===== src/rtl/keypad_pkg.sv =====
// Shared types and constants for the 4x4 keypad scanner: FSM states,
// the row/column to keycode map and the named operator keycodes.
package keypad_pkg;

    typedef enum logic [1:0] {
        ST_SCAN     = 2'd0,
        ST_DEBOUNCE = 2'd1,
        ST_HELD     = 2'd2,
        ST_RELEASE  = 2'd3
    } state_t;

    localparam logic [3:0] KC_CLEAR = 4'd10;
    localparam logic [3:0] KC_EXEC  = 4'd11;
    localparam logic [3:0] KC_DIV   = 4'd12;
    localparam logic [3:0] KC_MUL   = 4'd13;
    localparam logic [3:0] KC_SUB   = 4'd14;
    localparam logic [3:0] KC_ADD   = 4'd15;

    // Indexed by 4*row + col; entry 0 is the rightmost element.
    localparam logic [15:0][3:0] KEYMAP = {
        KC_DIV, KC_EXEC, 4'd0,   KC_CLEAR,
        KC_MUL, 4'd9,    4'd8,   4'd7,
        KC_SUB, 4'd6,    4'd5,   4'd4,
        KC_ADD, 4'd3,    4'd2,   4'd1
    };

    function automatic logic [3:0] keymap_lookup(input logic [1:0] row, input logic [1:0] col);
        return KEYMAP[{row, col}];
    endfunction

endpackage


===== src/rtl/keypad_if.sv =====
// Key event bus from the scanner to the key decoder, plus FSM debug state.
interface keypad_if;

    // keystrobe is a valid pulse with no ready: the consumer must take
    // keycode in the strobe cycle; keycode then holds until the next strobe.
    logic                  keystrobe;
    logic [3:0]            keycode;
    logic                  key_down;
    keypad_pkg::state_t    state;

    modport master (output keystrobe, output keycode, output key_down, output state);
    modport slave  (input  keystrobe, input  keycode, input  key_down, input  state);

endinterface


===== src/rtl/sync2.sv =====
// Parameterized-width two-flop synchronizer; resets to all ones so idle
// pulled-up inputs read inactive out of reset.
module sync2 #(
    parameter int WIDTH = 1
) (
    input  logic             clk,
    input  logic             rst_n,
    input  logic [WIDTH-1:0] d,
    output logic [WIDTH-1:0] q
);

    logic [WIDTH-1:0] meta;

    always_ff @(posedge clk or negedge rst_n) begin
        if (!rst_n) begin
            meta <= '1;
            q    <= '1;
        end else begin
            meta <= d;
            q    <= meta;
        end
    end

endmodule


===== src/rtl/keypad_scanner.sv =====
// 4x4 matrix keypad scanner with debounce and one strobe per press.
// Define KEYPAD_REPEAT_EN to add auto-repeat while a key is held.
module keypad_scanner import keypad_pkg::*; #(
    parameter int SCAN_DIV        = 16,
    parameter int DEBOUNCE_CYCLES = 50000,
    parameter int REPEAT_DELAY    = 25000000,
    parameter int REPEAT_PERIOD   = 5000000
) (
    input  logic       clk,
    input  logic       rst_n,
    input  logic [3:0] row_n,
    output logic [3:0] col_n,
    keypad_if.master   kp
);

    localparam int BASE_MAX = (SCAN_DIV > DEBOUNCE_CYCLES) ? SCAN_DIV : DEBOUNCE_CYCLES;
`ifdef KEYPAD_REPEAT_EN
    localparam int REP_MAX  = (REPEAT_DELAY > REPEAT_PERIOD) ? REPEAT_DELAY : REPEAT_PERIOD;
    localparam int CNT_MAX  = (BASE_MAX > REP_MAX) ? BASE_MAX : REP_MAX;
`else
    localparam int CNT_MAX  = BASE_MAX;
`endif
    localparam int CNT_W    = $clog2(CNT_MAX);

    localparam logic [CNT_W-1:0] DIV_LAST = CNT_W'(SCAN_DIV - 1);
    localparam logic [CNT_W-1:0] DEB_LAST = CNT_W'(DEBOUNCE_CYCLES - 1);
`ifdef KEYPAD_REPEAT_EN
    localparam logic [CNT_W-1:0] DLY_LAST = CNT_W'(REPEAT_DELAY - 1);
    localparam logic [CNT_W-1:0] PER_LAST = CNT_W'(REPEAT_PERIOD - 1);
`endif

    if (SCAN_DIV < 2 || DEBOUNCE_CYCLES < 2 || REPEAT_DELAY < 1 || REPEAT_PERIOD < 1) begin : g_bad_params
        $error("keypad_scanner: parameter out of range");
    end

    state_t           state_q, state_d;
    logic [1:0]       col_q, col_d;
    logic [1:0]       row_q, row_d;
    logic [CNT_W-1:0] cnt_q, cnt_d;
    logic [3:0]       code_q, code_d;
    logic             strobe_q, strobe_d;
    logic [1:0]       col_p1, col_p2;
    logic [3:0]       row_s;
    logic [1:0]       hit_row;
    logic             any_low;
    logic             row_low;
    logic             settled;
`ifdef KEYPAD_REPEAT_EN
    logic [CNT_W-1:0] rep_q, rep_d;
    logic             rep_on_q, rep_on_d;
`endif

    sync2 #(.WIDTH(4)) u_row_sync (
        .clk   (clk),
        .rst_n (rst_n),
        .d     (row_n),
        .q     (row_s)
    );

    function automatic logic [CNT_W-1:0] sat_inc(input logic [CNT_W-1:0] v);
        return (v == '1) ? v : v + 1'b1;
    endfunction

    // row_s lags col_n by the synchronizer depth; col_p2 is the column that
    // was driven when the current row_s value was captured at the pins.
    assign settled = (col_p2 == col_q);
    assign row_low = ~row_s[row_q];
    assign any_low = ~&row_s;

    always_comb begin
        hit_row = 2'd3;
        if      (!row_s[0]) hit_row = 2'd0;
        else if (!row_s[1]) hit_row = 2'd1;
        else if (!row_s[2]) hit_row = 2'd2;
    end

    always_comb begin
        state_d  = state_q;
        col_d    = col_q;
        row_d    = row_q;
        cnt_d    = cnt_q;
        code_d   = code_q;
        strobe_d = 1'b0;
`ifdef KEYPAD_REPEAT_EN
        rep_d    = rep_q;
        rep_on_d = rep_on_q;
`endif
        unique case (state_q)
            ST_SCAN: begin
                if (cnt_q == DIV_LAST) begin
                    cnt_d = '0;
                    if (any_low) begin
                        // Credit the hit to the column that produced it and park there.
                        row_d   = hit_row;
                        col_d   = col_p2;
                        state_d = ST_DEBOUNCE;
                    end else begin
                        col_d = col_q + 2'd1;
                    end
                end else begin
                    cnt_d = sat_inc(cnt_q);
                end
            end
            ST_DEBOUNCE: begin
                if (settled) begin
                    if (row_low) begin
                        if (cnt_q == DEB_LAST) begin
                            strobe_d = 1'b1;
                            code_d   = keymap_lookup(row_q, col_q);
                            cnt_d    = '0;
                            state_d  = ST_HELD;
`ifdef KEYPAD_REPEAT_EN
                            rep_d    = '0;
                            rep_on_d = 1'b0;
`endif
                        end else begin
                            cnt_d = sat_inc(cnt_q);
                        end
                    end else begin
                        cnt_d   = '0;
                        col_d   = col_q + 2'd1;
                        state_d = ST_SCAN;
                    end
                end
            end
            ST_HELD: begin
                if (!row_low) begin
                    cnt_d   = '0;
                    state_d = ST_RELEASE;
                end
`ifdef KEYPAD_REPEAT_EN
                else if (rep_q == (rep_on_q ? PER_LAST : DLY_LAST)) begin
                    strobe_d = 1'b1;
                    rep_d    = '0;
                    rep_on_d = 1'b1;
                end else begin
                    rep_d = sat_inc(rep_q);
                end
`endif
            end
            ST_RELEASE: begin
                if (row_low) begin
                    cnt_d   = '0;
                    state_d = ST_HELD;
                end else if (cnt_q == DEB_LAST) begin
                    cnt_d   = '0;
                    col_d   = col_q + 2'd1;
                    state_d = ST_SCAN;
                end else begin
                    cnt_d = sat_inc(cnt_q);
                end
            end
            default: state_d = ST_SCAN;
        endcase
    end

    always_ff @(posedge clk or negedge rst_n) begin
        if (!rst_n) begin
            state_q  <= ST_SCAN;
            col_q    <= 2'd0;
            row_q    <= 2'd0;
            cnt_q    <= '0;
            code_q   <= 4'h0;
            strobe_q <= 1'b0;
            col_p1   <= 2'd0;
            col_p2   <= 2'd0;
`ifdef KEYPAD_REPEAT_EN
            rep_q    <= '0;
            rep_on_q <= 1'b0;
`endif
        end else begin
            state_q  <= state_d;
            col_q    <= col_d;
            row_q    <= row_d;
            cnt_q    <= cnt_d;
            code_q   <= code_d;
            strobe_q <= strobe_d;
            col_p1   <= col_q;
            col_p2   <= col_p1;
`ifdef KEYPAD_REPEAT_EN
            rep_q    <= rep_d;
            rep_on_q <= rep_on_d;
`endif
        end
    end

    assign col_n        = ~(4'b0001 << col_q);
    assign kp.keystrobe = strobe_q;
    assign kp.keycode   = code_q;
    assign kp.key_down  = (state_q == ST_HELD) || (state_q == ST_RELEASE);
    assign kp.state     = state_q;

endmodule


===== src/flat_wrapper.sv =====
// flat-port wrapper written by rule: the top's interface ports become plain ports
module keypad_scanner_flat import keypad_pkg::*;
#(
    parameter int SCAN_DIV        = 16,
    parameter int DEBOUNCE_CYCLES = 50000,
    parameter int REPEAT_DELAY    = 25000000,
    parameter int REPEAT_PERIOD   = 5000000
)
  (clk, rst_n, row_n, col_n, kp_keystrobe, kp_keycode, kp_key_down, kp_state);
  keypad_if kp_i ();
  input  logic clk;
  input  logic rst_n;
  input  logic [3:0] row_n;
  output logic [3:0] col_n;
  output wire logic [$bits(kp_i.keystrobe)-1:0] kp_keystrobe;
  output wire logic [$bits(kp_i.keycode)-1:0] kp_keycode;
  output wire logic [$bits(kp_i.key_down)-1:0] kp_key_down;
  output wire logic [$bits(kp_i.state)-1:0] kp_state;
  assign kp_keystrobe = kp_i.keystrobe;
  assign kp_keycode = kp_i.keycode;
  assign kp_key_down = kp_i.key_down;
  assign kp_state = kp_i.state;
  keypad_scanner #(.SCAN_DIV(SCAN_DIV), .DEBOUNCE_CYCLES(DEBOUNCE_CYCLES), .REPEAT_DELAY(REPEAT_DELAY), .REPEAT_PERIOD(REPEAT_PERIOD)) u_core (.clk(clk), .rst_n(rst_n), .row_n(row_n), .col_n(col_n), .kp(kp_i));
endmodule

===== config.mk =====
export PLATFORM = sky130hd
export DESIGN_NAME = keypad_scanner_flat
export DESIGN_NICKNAME = d
export VERILOG_FILES = /design/src/rtl/keypad_pkg.sv /design/src/rtl/keypad_if.sv /design/src/rtl/sync2.sv /design/src/rtl/keypad_scanner.sv /design/src/flat_wrapper.sv
export SDC_FILE = /design/constraint.sdc
export NUM_CORES = 1
export LEC_CHECK = 0
export CAP_MARGIN = 15
export CORE_ASPECT_RATIO = 1.4
export CORE_MARGIN = 5
export CORE_UTILIZATION = 55
export CTS_CLUSTER_SIZE = 25
export DETAILED_ROUTE_END_ITERATION = 6
export GPL_TIMING_DRIVEN = 1
export HOLD_SLACK_MARGIN = 0.12
export PLACE_DENSITY_LB_ADDON = 0.05
export SLEW_MARGIN = 5
export SYNTH_ARGS = -nofsm -noshare
export SYNTH_HDL_FRONTEND = slang
export SYNTH_SLANG_ARGS = --single-unit

===== constraint.sdc =====
create_clock -name clk -period 6.6 [get_ports clk]
set_clock_uncertainty 0.1 [all_clocks]
set_input_delay 1.32 -clock clk [delete_from_list [all_inputs] [get_ports clk]]
set_output_delay 1.32 -clock clk [all_outputs]
set_load 0.05 [all_outputs]

==> metrics.md <==
| Metric | Value |
|---|---|
| Crit end category | output port |
| ANT nets after route | 0 |
| Yosys Warn Count | 0 |
| Final-layout fill cell count | 301 |
| Wire length on met1 | 1741 um |
| Post-synth EDFFs | 0 |
| Initial drt markers | 135 |
| Reg2Reg Setup Slack | 3880 ps |
| CTS tree | done |
| Most used cell, CP | inv_1 |
| Hold buffers post-CTS | 0 |
| Hold crit path type | reg2reg |
| First-pass GRT wire length | 7162 um |
| DR WL met2 | 2427 um |
| H-tree levels | 2 |
| Hold Fails Final Rpt | 0 |
| Hold worst-path end | u_core.u_row_sync.q[0] |
| Drt total wl | 4394 um |
| Clock transition at path regs | 70 ps |
| Status | finished, final reports clean |
| Starting Density | 57.11% |
| DP Cell Count | 262 |
| Slew margin rel. | 43.04% |
| Vias | 1579 |
| Post-detail-place hpwl | 3145 um |
| Startpoint types | flop |
| Die width | 61.99 um |
| # rows | 26 |
| Worst r2r src | u_core.row_q[0] |
| Number of global-route vias before repair | 1563 |
| WP data required | 5180 ps |
| Final setup viols | 0 |
| # DRC | 0 |
| Max-slew violations | 0 |
| Sequential element share of the synthesized area | 47.38% |
| Worst Hold Launch | u_core.u_row_sync.meta[0] |
| #FFs+latches synth | 39 |
| Critical path's top delay family | buffers and inverters |
| Crit path max-delay cell type | clkdlybuf4s50_1 |
| IO buf count | 17 |
| Vias per cell | 5.848 |
| Setup Buffers After CTS | 0 |
| Worst r2r path cells | 6 |
| Buf/Inv on CP | 3 |
| Post-synthesis average cell area | 9.815 um2 |
| Worst-path maximum fanout | 7 |
| Grt ovf | 0 |
| Top layer in use | met4 |
| Initial antenna violation count | 0 |
| Root Driver | clkbuf_8 |
| Worst-margin pin slew | 854.5 ps |
| Max VDD drop | 0.2380 mV |
| R2R Path End | u_core.cnt_q[14] |
| Clk Latency, worst-skew pair | 290 ps |
| Num CTS Buffers | 5 |
| Largest net degree at the start of global routing | 40 |
| P_leak | 1.046 nW |
| Top_reg_cell synth | dfrtp_1 |
| Post-synth design cell area | 2081 um2 |
| Syn_nets | 225 |
| Fmax achieved | 290.4 MHz |
| Layout cells sized above 1 | 12.28% |
| DR pass1 iterations | 4 |
| Placer Congestion | 0.8329 |
| P&R area growth vs syn | 13.89% |
| Max-Cap Viols | 0 |
| Die ar. | 5131 um2 |
| Post-Syn Instances | 212 |
| Final Cycle Share | 52.17% |
| Unrepaired setup endpoints after global routing | false |
| # resized after CTS | 0 |
| Hold Path Depth | 0 |
| Final #Nets | 240 |
| DR WL met3 | 154 um |
| Ordered list of cells on the worst path | inv_1, ha_1, inv_1, clkdlybuf4s50_1 |
| Max stage delay on crit path | 790 ps |
| Antenna cells | 0 |
| Clock Path Buffers | 2 |
| # clock sinks | 39 |
| Pwr/cell area | 376.9 nW/um2 |
| Hold slack | 262.4 ps |
| Tmin final | 3443 ps |
| Total Negative Setup Slacks | 0 ps |
| I/O Pins | 18 |
| Arr. time, crit path | 2020 ps |
| Placeable Area | 3643 um2 |
| Post-synth cell types | 39 |
| GRT Util Overall | 19.11% |
| Asr flop ratio synth | 100.0% |
| Kind of critical path | reg2out |
| Die H | 82.78 um |
| Finished Layout Cells | 270 |
| Routed WL per cell | 16.27 um |
-- through the flow --
step,utilization (%),area (um2),power (mW),setup WS (ps)
floorplan,-,2081,0.5991,3665
global placement,61.81,2252,0.6738,3546
detailed placement,61.81,2252,0.6923,3486
CTS,65.04,2370,0.9000,3155
global route,65.04,2370,0.9501,3083
finish,65.04,2370,0.8931,3157
-- sequential cells by signal, indices dropped and copies added (netlist names), named ones only --
register and flops:
u_core.col_p1 2, u_core.u_row_sync.meta 4, u_core.u_row_sync.q 4, u_core.cnt_q 16, u_core.kp.state 1, u_core.col_q 2
u_core.col_p2 2, u_core.row_q 2, u_core.kp.keystrobe 1, u_core.kp.keycode 4
-- synthesized netlist by cell type, types with 3 or more instances --
library cell / number / share of area [%]
o21ai_0: 4 / 0.96
nor2_1: 22 / 4.0
xor2_1: 10 / 4.2
mux2_4: 3 / 2.2
nand2b_1: 3 / 0.90
ha_1: 7 / 4.2
mux2i_1: 7 / 3.4
dfstp_2: 8 / 10
buf_2: 4 / 0.96
nor3_1: 11 / 2.6
clkbuf_1: 3 / 0.54
and3_1: 3 / 0.90
inv_1: 12 / 2.2
a21oi_1: 12 / 2.9
nand2_1: 20 / 3.6
nand4_1: 6 / 1.8
dfrtp_1: 31 / 37
a31oi_1: 3 / 0.90
nand3_1: 12 / 2.9
nor2b_1: 3 / 0.90
nor4_1: 3 / 0.90
o22ai_1: 3 / 0.90
-- report_power, final --
part / switching (mW) / internal, mW
sequential: 0.0609 / 0.283
clock: 0.0829 / 0.122
combinational: 0.214 / 0.130
total: 0.358 / 0.535
-- worst register-to-register path, stage by stage, from the launching register on --
cell	delay (ps)
dfrtp_1	500
mux4_2	510
nor2_1	120
a22oi_4	410
o21ai_0	220
a21oi_2	580
nor3_1	140
-- layer usage --
metal | up-vias | global-route usage (%)
met3 | 7 | 3.715
met4 | 0 | 7.431
met2 | 33 | 34.96
met5 | - | 0
met1 | 774 | 20.87
li1 | 765 | -
-- cell type report --
type / count / area, um2 / share of cell area (%)
inverters: 12 / 45.04 / 1.901
multi-input cells: 152 / 1003 / 42.34
flip-flops and latches: 39 / 985.9 / 41.61
repair buffers: 17 / 165.2 / 6.969
clock inverters: 2 / 35.03 / 1.478
well taps: 42 / 52.55 / 2.218
clock buffers: 6 / 82.58 / 3.485
-- how the worst max path moves through the flow --
stage,from,to,slack [ps],cells after the start
floorplan,flop,kp_key_down,3670,2
global placement,u_core.col_q[0],col_n[2],3550,4
detailed placement,u_core.col_q[0],col_n[2],3490,4
CTS,u_core.col_q[0],col_n[2],3160,4
global route,u_core.col_q[0],col_n[2],3080,4
finish,u_core.col_q[0],col_n[2],3160,4
-- cells in the final DEF (no fill, tap or decap), types with 8 or more instances in the layout --
cell / Yosys / routed
clkdlybuf4s50_1: 0 / 16
dfstp_2: 8 / 8
nand2_1: 20 / 20
nor3_1: 11 / 11
dfrtp_1: 31 / 31
xor2_1: 10 / 10
a21oi_1: 12 / 12
nand3_1: 12 / 12
inv_1: 12 / 12
nor2_1: 22 / 22
-- kinds of logic after synthesis --
| group | after synthesis | synth area share, % |
|---|---|---|
| multiplexers | 11 | 6.614 |
| AO/OA/AOI/OAI | 29 | 9.201 |
| flip-flops | 39 | 47.38 |
| XOR/XNOR | 12 | 5.051 |
| buffers and inverters | 21 | 4.389 |
| AND/OR/NAND/NOR | 93 | 23.15 |
| adder cells (fa/ha/maj) | 7 | 4.209 |
(Power assumes the default switching activity.)
